<file path="config.mk">
export PLATFORM = sky130hd
export DESIGN_NAME = pe_column_drain_flat
export DESIGN_NICKNAME = d
export VERILOG_FILES = /design/src/rtl/pe_column_drain_if.sv /design/src/rtl/pe_column_drain.sv /design/src/flat_wrapper.sv
export SDC_FILE = /design/constraint.sdc
export NUM_CORES = 1
export LEC_CHECK = 0
export BUFFER_PORTS_ARGS = -buffer_cell sky130_fd_sc_hd__buf_4
export CORE_AREA = 2 2 205 227
export CTS_CLUSTER_SIZE = 16
export DETAILED_ROUTE_END_ITERATION = 8
export DIE_AREA = 0 0 207 229
export PLACE_DENSITY = 0.51
export SETUP_SLACK_MARGIN = 0.15
export SLEW_MARGIN = 20
export SYNTH_ARGS = -nofsm -noshare
export SYNTH_HDL_FRONTEND = slang
export SYNTH_SLANG_ARGS = --single-unit
</file>
<file path="constraint.sdc">
create_clock -name clk -period 3.65 [get_ports clk]
set_input_delay 0.1825 -clock clk [delete_from_list [all_inputs] [get_ports clk]]
set_output_delay 0.1825 -clock clk [all_outputs]
set_load 0.01 [all_outputs]
</file>
<file path="src/rtl/pe_column_drain_if.sv">
// Result stream from a PE column drain toward the output writer.
// master: the drain (produces data/row/valid, consumes ready).
// slave: the consumer.
interface pe_column_drain_if #(
  parameter int DATA_WIDTH = 16,
  parameter int NUM_ROWS   = 8
);
  localparam int ROW_W = $clog2(NUM_ROWS);

  logic [DATA_WIDTH-1:0] out_data;
  logic [ROW_W-1:0]      out_row;
  logic                  out_valid;
  logic                  out_ready;

  modport master (
    output out_data,
    output out_row,
    output out_valid,
    input  out_ready
  );

  modport slave (
    input  out_data,
    input  out_row,
    input  out_valid,
    output out_ready
  );
endinterface

</file>
<file path="src/rtl/pe_column_drain.sv">
// Output stage below one systolic PE column.
// It sequences LOAD -> SHIFT(NUM_ROWS) -> CLEAR on the column's mac_out chain.
// It captures each shifted result into a first-word-fall-through FIFO tagged
// with its row index, and presents the FIFO head on a valid/ready stream.
// Optional build macro PE_DRAIN_RELU_EN: negative heads read out as zero.
// The FIFO always stores raw values.
module pe_column_drain #(
  parameter int DATA_WIDTH = 16,
  parameter int NUM_ROWS   = 8,
  parameter int FIFO_DEPTH = 16
) (
  input  logic                          clk,
  input  logic                          rst,
  input  logic                          start,
  output logic                          start_ready,
  output logic                          busy,
  output logic                          done,
  output logic                          write_out_en,
  output logic                          reset_pe,
  input  logic signed [DATA_WIDTH-1:0]  chain_in,
  pe_column_drain_if.master             out_if,
  output logic [$clog2(FIFO_DEPTH):0]   fifo_count
);

  localparam int ROW_W = $clog2(NUM_ROWS);
  localparam int PTR_W = $clog2(FIFO_DEPTH);
  localparam int CNT_W = PTR_W + 1;

  // Last shift index; also the row tag of the first value out of the chain.
  localparam logic [ROW_W-1:0] LAST_K     = ROW_W'(NUM_ROWS - 1);
  // Largest occupancy that still leaves room for a whole column.
  localparam logic [CNT_W-1:0] ACCEPT_MAX = CNT_W'(FIFO_DEPTH - NUM_ROWS);

  typedef enum logic [1:0] {
    S_IDLE,
    S_LOAD,
    S_SHIFT,
    S_CLEAR
  } state_t;

  state_t                          state_q, state_d;
  logic [ROW_W-1:0]                cnt_q, cnt_d;

  logic                            start_ready_q, start_ready_d;
  logic                            busy_q, done_q, woe_q, reset_pe_q;

  logic [CNT_W-1:0]                count_q, count_d;
  logic [PTR_W-1:0]                wr_ptr_q, wr_ptr_d;
  logic [PTR_W-1:0]                rd_ptr_q, rd_ptr_d;
  logic                            out_valid_q;
  logic signed [DATA_WIDTH-1:0]    out_data_q, out_data_d;
  logic [ROW_W-1:0]                out_row_q, out_row_d;

  logic signed [DATA_WIDTH-1:0]    mem_data_q [FIFO_DEPTH];
  logic [ROW_W-1:0]                mem_row_q  [FIFO_DEPTH];

  logic                            push, pop, bypass;
  logic [ROW_W-1:0]                push_row;
  logic signed [DATA_WIDTH-1:0]    head_data;
  logic [ROW_W-1:0]                head_row;

  // Read-side clamp; identity unless the ReLU build option is compiled in.
  function automatic logic signed [DATA_WIDTH-1:0] read_clamp(
    input logic signed [DATA_WIDTH-1:0] v
  );
`ifdef PE_DRAIN_RELU_EN
    return v[DATA_WIDTH-1] ? '0 : v;
`else
    return v;
`endif
  endfunction

  // Drain sequencing: next state and shift counter.
  always_comb begin
    state_d = state_q;
    cnt_d   = cnt_q;
    case (state_q)
      S_IDLE: begin
        if (start && start_ready_q) state_d = S_LOAD;
      end
      S_LOAD: begin
        cnt_d   = '0;
        state_d = S_SHIFT;
      end
      S_SHIFT: begin
        if (cnt_q == LAST_K) begin
          cnt_d   = '0;
          state_d = S_CLEAR;
        end else begin
          cnt_d = cnt_q + 1'b1;
        end
      end
      S_CLEAR: begin
        state_d = S_IDLE;
      end
      default: begin
        state_d = S_IDLE;
        cnt_d   = '0;
      end
    endcase
  end

  // FIFO bookkeeping and the next registered head.
  // Room for the push was reserved when the drain was accepted.
  always_comb begin
    push     = (state_q == S_SHIFT);
    push_row = LAST_K - cnt_q;
    pop      = out_valid_q & out_if.out_ready;
    count_d  = count_q + CNT_W'(push) - CNT_W'(pop);
    wr_ptr_d = wr_ptr_q + PTR_W'(push);
    rd_ptr_d = rd_ptr_q + PTR_W'(pop);
    // The entry being written now becomes the head when nothing else remains.
    bypass   = push && (count_q == CNT_W'(pop));
    if (bypass) begin
      head_data = chain_in;
      head_row  = push_row;
    end else begin
      head_data = mem_data_q[rd_ptr_d];
      head_row  = mem_row_q[rd_ptr_d];
    end
    if (count_d == '0) begin
      out_data_d = '0;
      out_row_d  = '0;
    end else begin
      out_data_d = read_clamp(head_data);
      out_row_d  = head_row;
    end
    start_ready_d = (state_d == S_IDLE) && (count_d <= ACCEPT_MAX);
  end

  // State, registered controls and FIFO pointers/head.
  always_ff @(posedge clk or posedge rst) begin
    if (rst) begin
      state_q       <= S_IDLE;
      cnt_q         <= '0;
      start_ready_q <= 1'b1;
      busy_q        <= 1'b0;
      done_q        <= 1'b0;
      woe_q         <= 1'b0;
      reset_pe_q    <= 1'b0;
      count_q       <= '0;
      wr_ptr_q      <= '0;
      rd_ptr_q      <= '0;
      out_valid_q   <= 1'b0;
      out_data_q    <= '0;
      out_row_q     <= '0;
    end else begin
      state_q       <= state_d;
      cnt_q         <= cnt_d;
      start_ready_q <= start_ready_d;
      busy_q        <= (state_d != S_IDLE);
      done_q        <= (state_d == S_CLEAR);
      woe_q         <= (state_d == S_SHIFT);
      reset_pe_q    <= (state_d == S_CLEAR);
      count_q       <= count_d;
      wr_ptr_q      <= wr_ptr_d;
      rd_ptr_q      <= rd_ptr_d;
      out_valid_q   <= (count_d != '0);
      out_data_q    <= out_data_d;
      out_row_q     <= out_row_d;
    end
  end

  // FIFO storage: raw chain values with their row tags.
  always_ff @(posedge clk) begin
    if (push) begin
      mem_data_q[wr_ptr_q] <= chain_in;
      mem_row_q[wr_ptr_q]  <= push_row;
    end
  end

  assign start_ready      = start_ready_q;
  assign busy             = busy_q;
  assign done             = done_q;
  assign write_out_en     = woe_q;
  assign reset_pe         = reset_pe_q;
  assign fifo_count       = count_q;
  assign out_if.out_valid = out_valid_q;
  assign out_if.out_data  = out_data_q;
  assign out_if.out_row   = out_row_q;

endmodule

</file>
<file path="src/flat_wrapper.sv">
// flat-port wrapper written by rule: the top's interface ports become plain ports
module pe_column_drain_flat 
#(
  parameter int DATA_WIDTH = 16,
  parameter int NUM_ROWS   = 8,
  parameter int FIFO_DEPTH = 16
)
  (clk, rst, start, start_ready, busy, done, write_out_en, reset_pe, chain_in, fifo_count, out_if_out_data, out_if_out_row, out_if_out_valid, out_if_out_ready);
  pe_column_drain_if #(.DATA_WIDTH(DATA_WIDTH), .NUM_ROWS(NUM_ROWS)) out_if_i ();
  input  logic clk;
  input  logic rst;
  input  logic start;
  output logic start_ready;
  output logic busy;
  output logic done;
  output logic write_out_en;
  output logic reset_pe;
  input  logic signed [DATA_WIDTH-1:0] chain_in;
  output logic [$clog2(FIFO_DEPTH):0] fifo_count;
  output wire logic [$bits(out_if_i.out_data)-1:0] out_if_out_data;
  output wire logic [$bits(out_if_i.out_row)-1:0] out_if_out_row;
  output wire logic [$bits(out_if_i.out_valid)-1:0] out_if_out_valid;
  input wire logic [$bits(out_if_i.out_ready)-1:0] out_if_out_ready;
  assign out_if_out_data = out_if_i.out_data;
  assign out_if_out_row = out_if_i.out_row;
  assign out_if_out_valid = out_if_i.out_valid;
  assign out_if_i.out_ready = out_if_out_ready;
  pe_column_drain #(.DATA_WIDTH(DATA_WIDTH), .NUM_ROWS(NUM_ROWS), .FIFO_DEPTH(FIFO_DEPTH)) u_core (.clk(clk), .rst(rst), .start(start), .start_ready(start_ready), .busy(busy), .done(done), .write_out_en(write_out_en), .reset_pe(reset_pe), .chain_in(chain_in), .out_if(out_if_i), .fifo_count(fifo_count));
endmodule
</file>
==> run metrics, run 1 <==
status finished, final reports clean; Final Util 0.354; crit-path max FO 16; Slew headroom 0.351; ant diodes 0; drt first-iter violations around 470; Pleak 5.47 nW; switching portion of total power 0.337; worst slew pin tran slightly below 1 ns; DR WL/cell about 22 um; Num Clock Sinks between 300 and 400; PD cells about 870 nW/um^2; setup repair after global routing missed its margin no; Max Cap Viol 0; die height 229 um; Die Width between 200 and 250 um; Post-synth ARST share 0.121; first-pass GRT wire length 48300 um; Reg2Reg Setup Slack slightly below 0.4 ns; critical-path cell list and2_4, ha_1, inv_1, ha_1, fa_1, xor2_1, or3_1, or3_4, and2_1, a22o_1; Combinational Power Share 0.365; Synth cell types between 50 and 60; Final Slew Violations 0; Max Fclk between 300 and 400 MHz; pre-CTS WS approximately 0.35 ns; routed vias/inst between 4 and 5; FP Rows between 80 and 90; final total negative setup slack 0 ns; synthesized area 13400 sq um; clk root buf clkbuf_16; final setup violation count 0; via count 6934; minimum clock period between 3 and 4 ns; I/O Buffers slightly below 50; critical path's most frequent cell ha_1; die area 47400 sq um; Residual DRC 0; crit-path max cell delay about 0.43 ns; Crit path buffers/inverters 1; htree depth 2; Sw Pwr approximately 4.7 mW; Critical Path RT 4.06 ns; I/O Pins 50; CORE AREA roughly 45000 sq um; nature of the critical path endpoint register; Worst path top cell family by delay simple AND/OR/NAND/NOR gates; fraction of layout cells with a size suffix above 1 0.235; Post-DP HPWL about 20000 um; most common cell after layout, fill and taps aside edfxtp_1; Starting Density 0.298; Overflow after GRT 0; commonest non-fill, non-tap cells in the layout 304 x edfxtp_1, 79 x buf_4, 77 x nand2_1, 41 x dfrtp_1; routed wire length about 32000 um; clk_skew about 0.018 ns; Peak VDD IR between 0.0005 and 0.0006 V; CTS max path bufs 3; vias in the first global route ~7300; Worst path slowest cell fa_1; area added between synthesis and finish 18.8%; All-Layer GR Usage 0.136; Mapped Nets ~760; initial antenna violation count 0; Post-synth top flop edfxtp_1; CTS tree built; cell-internal power about 9.2 mW; Hold Fails Final Rpt 0; setup bufs post-CTS 0; clock power share 0.258; part of the cycle the worst path needs 0.891; Startpoint Class register; EDFF count, synth about 300; Final WS setup ~0.40 ns; cell count after synthesis 730; Worst-path clk slew ~0.06 ns; Synthesis Warnings 0; largest net degree at the start of global routing roughly 50; kind of critical path register to register; CTS Buf Count 37; Net count, final around 860; hold crit path type input pin to register; CP arrival 3.66 ns; Placer Congestion 0.738; Post-DRT Antenna Nets 0; post-synthesis sequential element count ~350; router iterations before antenna repair 5; power share of the sequential group 0.377; post-synthesis sequential area ratio 0.758; Skew-Pair Late Insertion Delay 0.53 ns; # hold bufs at CTS 15; placed cells about 1400; Syn Area/Cell 18.4 sq um; Post-CTS Resized 0; Final Non-Filler Cells 1445
==> layout make-up <==
type,count,area (sq um)
Clock inverter,14,92.6
Inverter,16,63.8
Sequential cell,346,10200
Fill cell,4305,29200
Clock buffer,54,1060
Timing Repair Buffer,97,803
Tap cell,588,736
Multi-Input combinational cell,330,3030
==> path summary, 6_finish.rpt <==
| path | cells past startpoint | to | from |
|---|---|---|---|
| max in group asynchronous | 3 | u_core.wr_ptr_q[0] | rst |
| worst min register to register | 1 | u_core.out_if.out_row[0] | u_core.cnt_q[0] |
| worst min-delay path | 1 | u_core.mem_data_q[15][12] | chain_in[12] |
| worst max-delay path | 10 | u_core.out_if.out_data[0] | u_core.out_if.out_valid |
| worst max register to register | 10 | u_core.out_if.out_data[0] | u_core.out_if.out_valid |
| min in group asynchronous | 3 | u_core.out_if.out_data[14] | rst |
==> registers in the layout, summed over array words and instances, names as in the netlist, 2 cells and up <==
| signal | flops |
|---|---|
| u_core.mem_data_q | 256 |
| u_core.out_if.out_data | 16 |
| u_core.cnt_q | 3 |
| u_core.out_if.out_row | 3 |
| u_core.state_q | 2 |
| u_core.mem_row_q | 48 |
| u_core.rd_ptr_q | 4 |
| u_core.fifo_count | 5 |
| u_core.wr_ptr_q | 4 |
==> routing by layer <==
metal,share of wire,vias to the layer above,GRT usage,wire length [um]
li1,-,3119,-,-
met1,0.43,3631,0.174,13800
met2,0.51,142,0.237,16500
met3,0.040,42,0.0217,1300
met4,0.018,0,0.0397,574
met5,0,-,0,0
==> logic make-up (layout without fill, tap and decap cells) <==
logic type | count (synthesis) | in the layout | synth area share
mux | 76 | 76 | 0.0929
fa+ha+maj | 14 | 14 | 0.0136
simple gates | 123 | 123 | 0.0408
buf+inv | 54 | 181 | 0.0210
flops | 346 | 346 | 0.758
xor+xnor | 8 | 8 | 0.00661
compound gates | 109 | 109 | 0.0675
==> through the flow <==
step           hold WS, ns  area [sq um]  power (mW)
2_1_floorplan        0.281         13400        8.62
3_5_place_dp         0.494         14700        10.5
6_report            0.0231         16000        13.9
4_1_cts            0.00603         16000        14.1
5_1_grt             0.0143         16000        14.6
3_3_place_gp         0.486         14700        10.4
==> synth_stat cells, types with 3 or more instances <==
| cell type | number | area, sq um |
|---|---|---|
| buf_4 | 5 | 37.5 |
| nor2_1 | 15 | 56.3 |
| xnor2_1 | 3 | 26.3 |
| o22ai_1 | 3 | 18.8 |
| nand2_1 | 77 | 289 |
| buf_6 | 6 | 67.6 |
| nand3_1 | 5 | 25.0 |
| and2_1 | 5 | 31.3 |
| a21oi_1 | 4 | 20.0 |
| a22o_1 | 19 | 166 |
| nor3_1 | 4 | 20.0 |
| mux4_2 | 39 | 878 |
| buf_2 | 10 | 50.1 |
| xor2_1 | 4 | 35.0 |
| buf_1 | 3 | 11.3 |
| a32oi_1 | 4 | 35.0 |
| nand2b_1 | 3 | 18.8 |
| mux2i_1 | 37 | 370 |
| inv_1 | 13 | 48.8 |
| dfrtp_1 | 41 | 1030 |
| edfxtp_1 | 304 | 9130 |
| a22oi_1 | 16 | 120 |
| a32o_1 | 32 | 320 |
| o31ai_1 | 16 | 120 |
| ha_1 | 13 | 163 |
| clkbuf_1 | 13 | 48.8 |
| o21ai_0 | 5 | 25.0 |
==> power groups by stage <==
stage,clock network [mW],logic (mW),registers [mW]
after floorplan,0,3.36,5.26
after global placement,0,5.08,5.32
after detailed placement,0,5.13,5.32
after CTS,3.67,5.16,5.24
after global routing,3.83,5.48,5.28
final,3.58,5.06,5.23
No activity file was read; power rests on OpenSTA's default activity.
==> inputs of run 2 (changes only) <==
--- a/config.mk
+++ b/config.mk
@@ -10,6 +10,7 @@
 export CTS_CLUSTER_SIZE = 16
 export DETAILED_ROUTE_END_ITERATION = 8
 export DIE_AREA = 0 0 207 229
+export GPL_TIMING_DRIVEN = 0
 export PLACE_DENSITY = 0.51
 export SETUP_SLACK_MARGIN = 0.15
 export SLEW_MARGIN = 20
==> constraint.sdc (replaced) <==
create_clock -name clk -period 3.65 [get_ports clk]
set_input_delay 0.1825 -clock clk [delete_from_list [all_inputs] [get_ports clk]]
set_output_delay 0.1825 -clock clk [all_outputs]
set_load 0.1 [all_outputs]
==> run 2 against run 1 <==
  * Count of clock-buffer cells in the layout fell by 5
  * Register-to-register slack got worse by 0.12 ns
  * Power rose by 9.5%
  * Sequential share of layout area fell by 0.61 points
  * Fmax fell by 3.5%
  * Critical path depth rose by 2
  * Critical path type unchanged
  * Routed wire length fell by 3.5%
  * Highest routed layer unchanged
  * Clock power barely moved
  * Combinational power rose by 28%
  * Die area did not move
==> run metrics, run 2 (synthesized netlist as in run 1, its figures left out) <==
Final WS setup 0.280 ns (was 0.397 ns); Residual DRC 0 (unchanged); pre-CTS WS 0.127 ns (was 0.345 ns); cell-internal power 9.27 mW (was 9.20 mW); FP Rows 82 (unchanged); drt first-iter violations 508 (was 465); max reg flops 256 (unchanged); I/O Buffers 49 (unchanged); power share of the sequential group 0.339 (was 0.377); setup repair after global routing missed its margin no (unchanged); crit-path max FO 10 (was 16); CTS tree built (unchanged); CTS Buf Count 36 (was 37); part of the cycle the worst path needs 0.923 (was 0.891); largest net degree at the start of global routing 28 (was 51); Largest Register u_core.mem_data_q (unchanged); nature of the critical path endpoint register (unchanged); Worst-path clk slew 0.06 ns (about the same); Starting Density 0.298 (unchanged); clock power share 0.236 (was 0.258); final hold slack 0.0191 ns (was 0.0231 ns); Worst path slowest cell dfrtp_2 (was fa_1); Overflow after GRT 0 (unchanged); Final Util 0.357 (was 0.354); worst slew pin tran 0.766 ns (was 0.973 ns); CP arrival 3.76 ns (was 3.66 ns); I/O Pins 50 (unchanged); Total Power 15.2 mW (was 13.9 mW); CORE AREA 45100 sq um (unchanged); All-Layer GR Usage 0.131 (was 0.136); Die Width 207 um (unchanged); Slew headroom 0.489 (was 0.351); critical-path cell list and2_4, ha_1, inv_1, ha_1, fa_2, xor2_1, or3_4, or3_4, nor2b_1, buf_2, buf_4, a22o_1 (was and2_4, ha_1, inv_1, ha_1, fa_1, xor2_1, or3_1, or3_4, and2_1, a22o_1); number of fill cells 4211 (was 4305); Post-DP HPWL 20200 um (was 19600 um); Combinational Power Share 0.426 (was 0.365); area added between synthesis and finish 20.0% (was 18.8%); clk root buf clkbuf_16 (unchanged); fraction of layout cells with a size suffix above 1 0.239 (was 0.235); Net count, final 877 (was 862); Pleak 5.49 nW (was 5.47 nW); clk_skew 0.0103 ns (was 0.0183 ns); via count 6999 (was 6934); setup bufs post-CTS 0 (unchanged); dpl cell area 14800 sq um (was 14700 sq um); vias in the first global route 7274 (was 7338); Num Clock Sinks 346 (unchanged); Sw Pwr 5.91 mW (was 4.67 mW); htree depth 2 (unchanged); Post-Layout Inst Area 16100 sq um (was 16000 sq um); DR WL/cell 21.2 um (was 22.2 um); Hold Fails Final Rpt 0 (unchanged); crit-path max cell delay 0.42 ns (was 0.43 ns); routed vias/inst 4.80 (about the same); Peak VDD IR 0.000473 V (was 0.000502 V); minimum clock period 3.37 ns (was 3.25 ns); die height 229 um (unchanged); commonest non-fill, non-tap cells in the layout 304 x edfxtp_1, 77 x nand2_1, 61 x buf_4, 39 x mux4_2, 39 x dfrtp_1 (was 304 x edfxtp_1, 79 x buf_4, 77 x nand2_1, 41 x dfrtp_1); Final Slew Violations 0 (unchanged); Skew-Pair Late Insertion Delay 0.53 ns (about the same); first-pass GRT wire length 46800 um (was 48300 um); Placer Congestion 0.731 (was 0.738); kind of critical path register to register (unchanged); Startpoint Class register (unchanged); PD cells 941 nW/um^2 (was 868 nW/um^2); Critical Path RT 4.04 ns (was 4.06 ns); die area 47400 sq um (unchanged); final setup violation count 0 (unchanged); Max Cap Viol 0 (unchanged); Max Fclk 297 MHz (was 307 MHz); ant diodes 0 (unchanged); router iterations before antenna repair 5 (unchanged); Worst path top cell family by delay simple AND/OR/NAND/NOR gates (unchanged); Crit path buffers/inverters 3 (was 1); hold crit path type input pin to register (unchanged); CTS max path bufs 3 (unchanged); routed wire length 31000 um (was 32100 um); switching portion of total power 0.389 (was 0.337); most common cell after layout, fill and taps aside edfxtp_1 (unchanged); status finished, final reports clean (unchanged); Post-DRT Antenna Nets 0 (unchanged); initial antenna violation count 0 (unchanged)
==> run 2: worst paths after layout <==
| check | depth (start not counted) | slack (ns) | start | to |
|---|---|---|---|---|
| max in group asynchronous | 4 | 2.85 | rst | u_core.start_ready |
| hold / removal | 1 | 0.02 | chain_in[3] | u_core.mem_data_q[12][3] |
| setup / recovery | 12 | 0.28 | u_core.out_if.out_valid | u_core.out_if.out_data[7] |
| hold reg to reg | 1 | 0.49 | u_core.cnt_q[1] | u_core.out_if.out_row[1] |
| min in group asynchronous | 3 | 0.21 | rst | u_core.out_if.out_data[6] |
| setup reg to reg | 12 | 0.28 | u_core.out_if.out_valid | u_core.out_if.out_data[7] |
==> run 2: through the flow <==
stage               TNS, ns  instances
floorplan                 0        730
global placement     -53.58       1367
detailed placement        0       1380
CTS                       0       1458
global route              0       1458
finish                    0       1458
==> run 2: routing by layer <==
layer / wire length, um / up-vias / GRT usage
met5: 0 / - / 0
met4: 852 / 0 / 0.0444
met3: 1060 / 50 / 0.0195
met2: 15400 / 134 / 0.220
met1: 13700 / 3673 / 0.174
li1: - / 3142 / -
==> run 2: final cells by class <==
cell class	instances	area (sq um)	share of cell area
clock inverters	16	159	0.00985
inverters	16	62.6	0.00388
repair buffers	75	688	0.0427
well taps	588	736	0.0456
multi-input cells	330	3100	0.192
plain buffers	38	224	0.0139
clock buffers	49	981	0.0608
flip-flops and latches	346	10200	0.631
==> run 2: what timing repair did <==
| item | 4_1_cts | 5_1_grt |
|---|---|---|
| endpoints found under the hold margin | 198 | 0 |
| cloned | 0 | 0 |
| pin swaps | 0 | 0 |
| setup endpoints to repair | 1 | 10 |
| gates resized for setup | 1 | 6 |
| hold buffers | 13 | 0 |
==> run 2: power groups by stage <==
stage	logic, mW	clock network, mW	registers [mW]
final	6.47	3.58	5.14
after global routing	6.90	3.82	5.19
after CTS	6.51	3.67	5.15
after detailed placement	6.48	0	5.22
after global placement	6.32	0	5.23
after floorplan	3.37	0	6.31
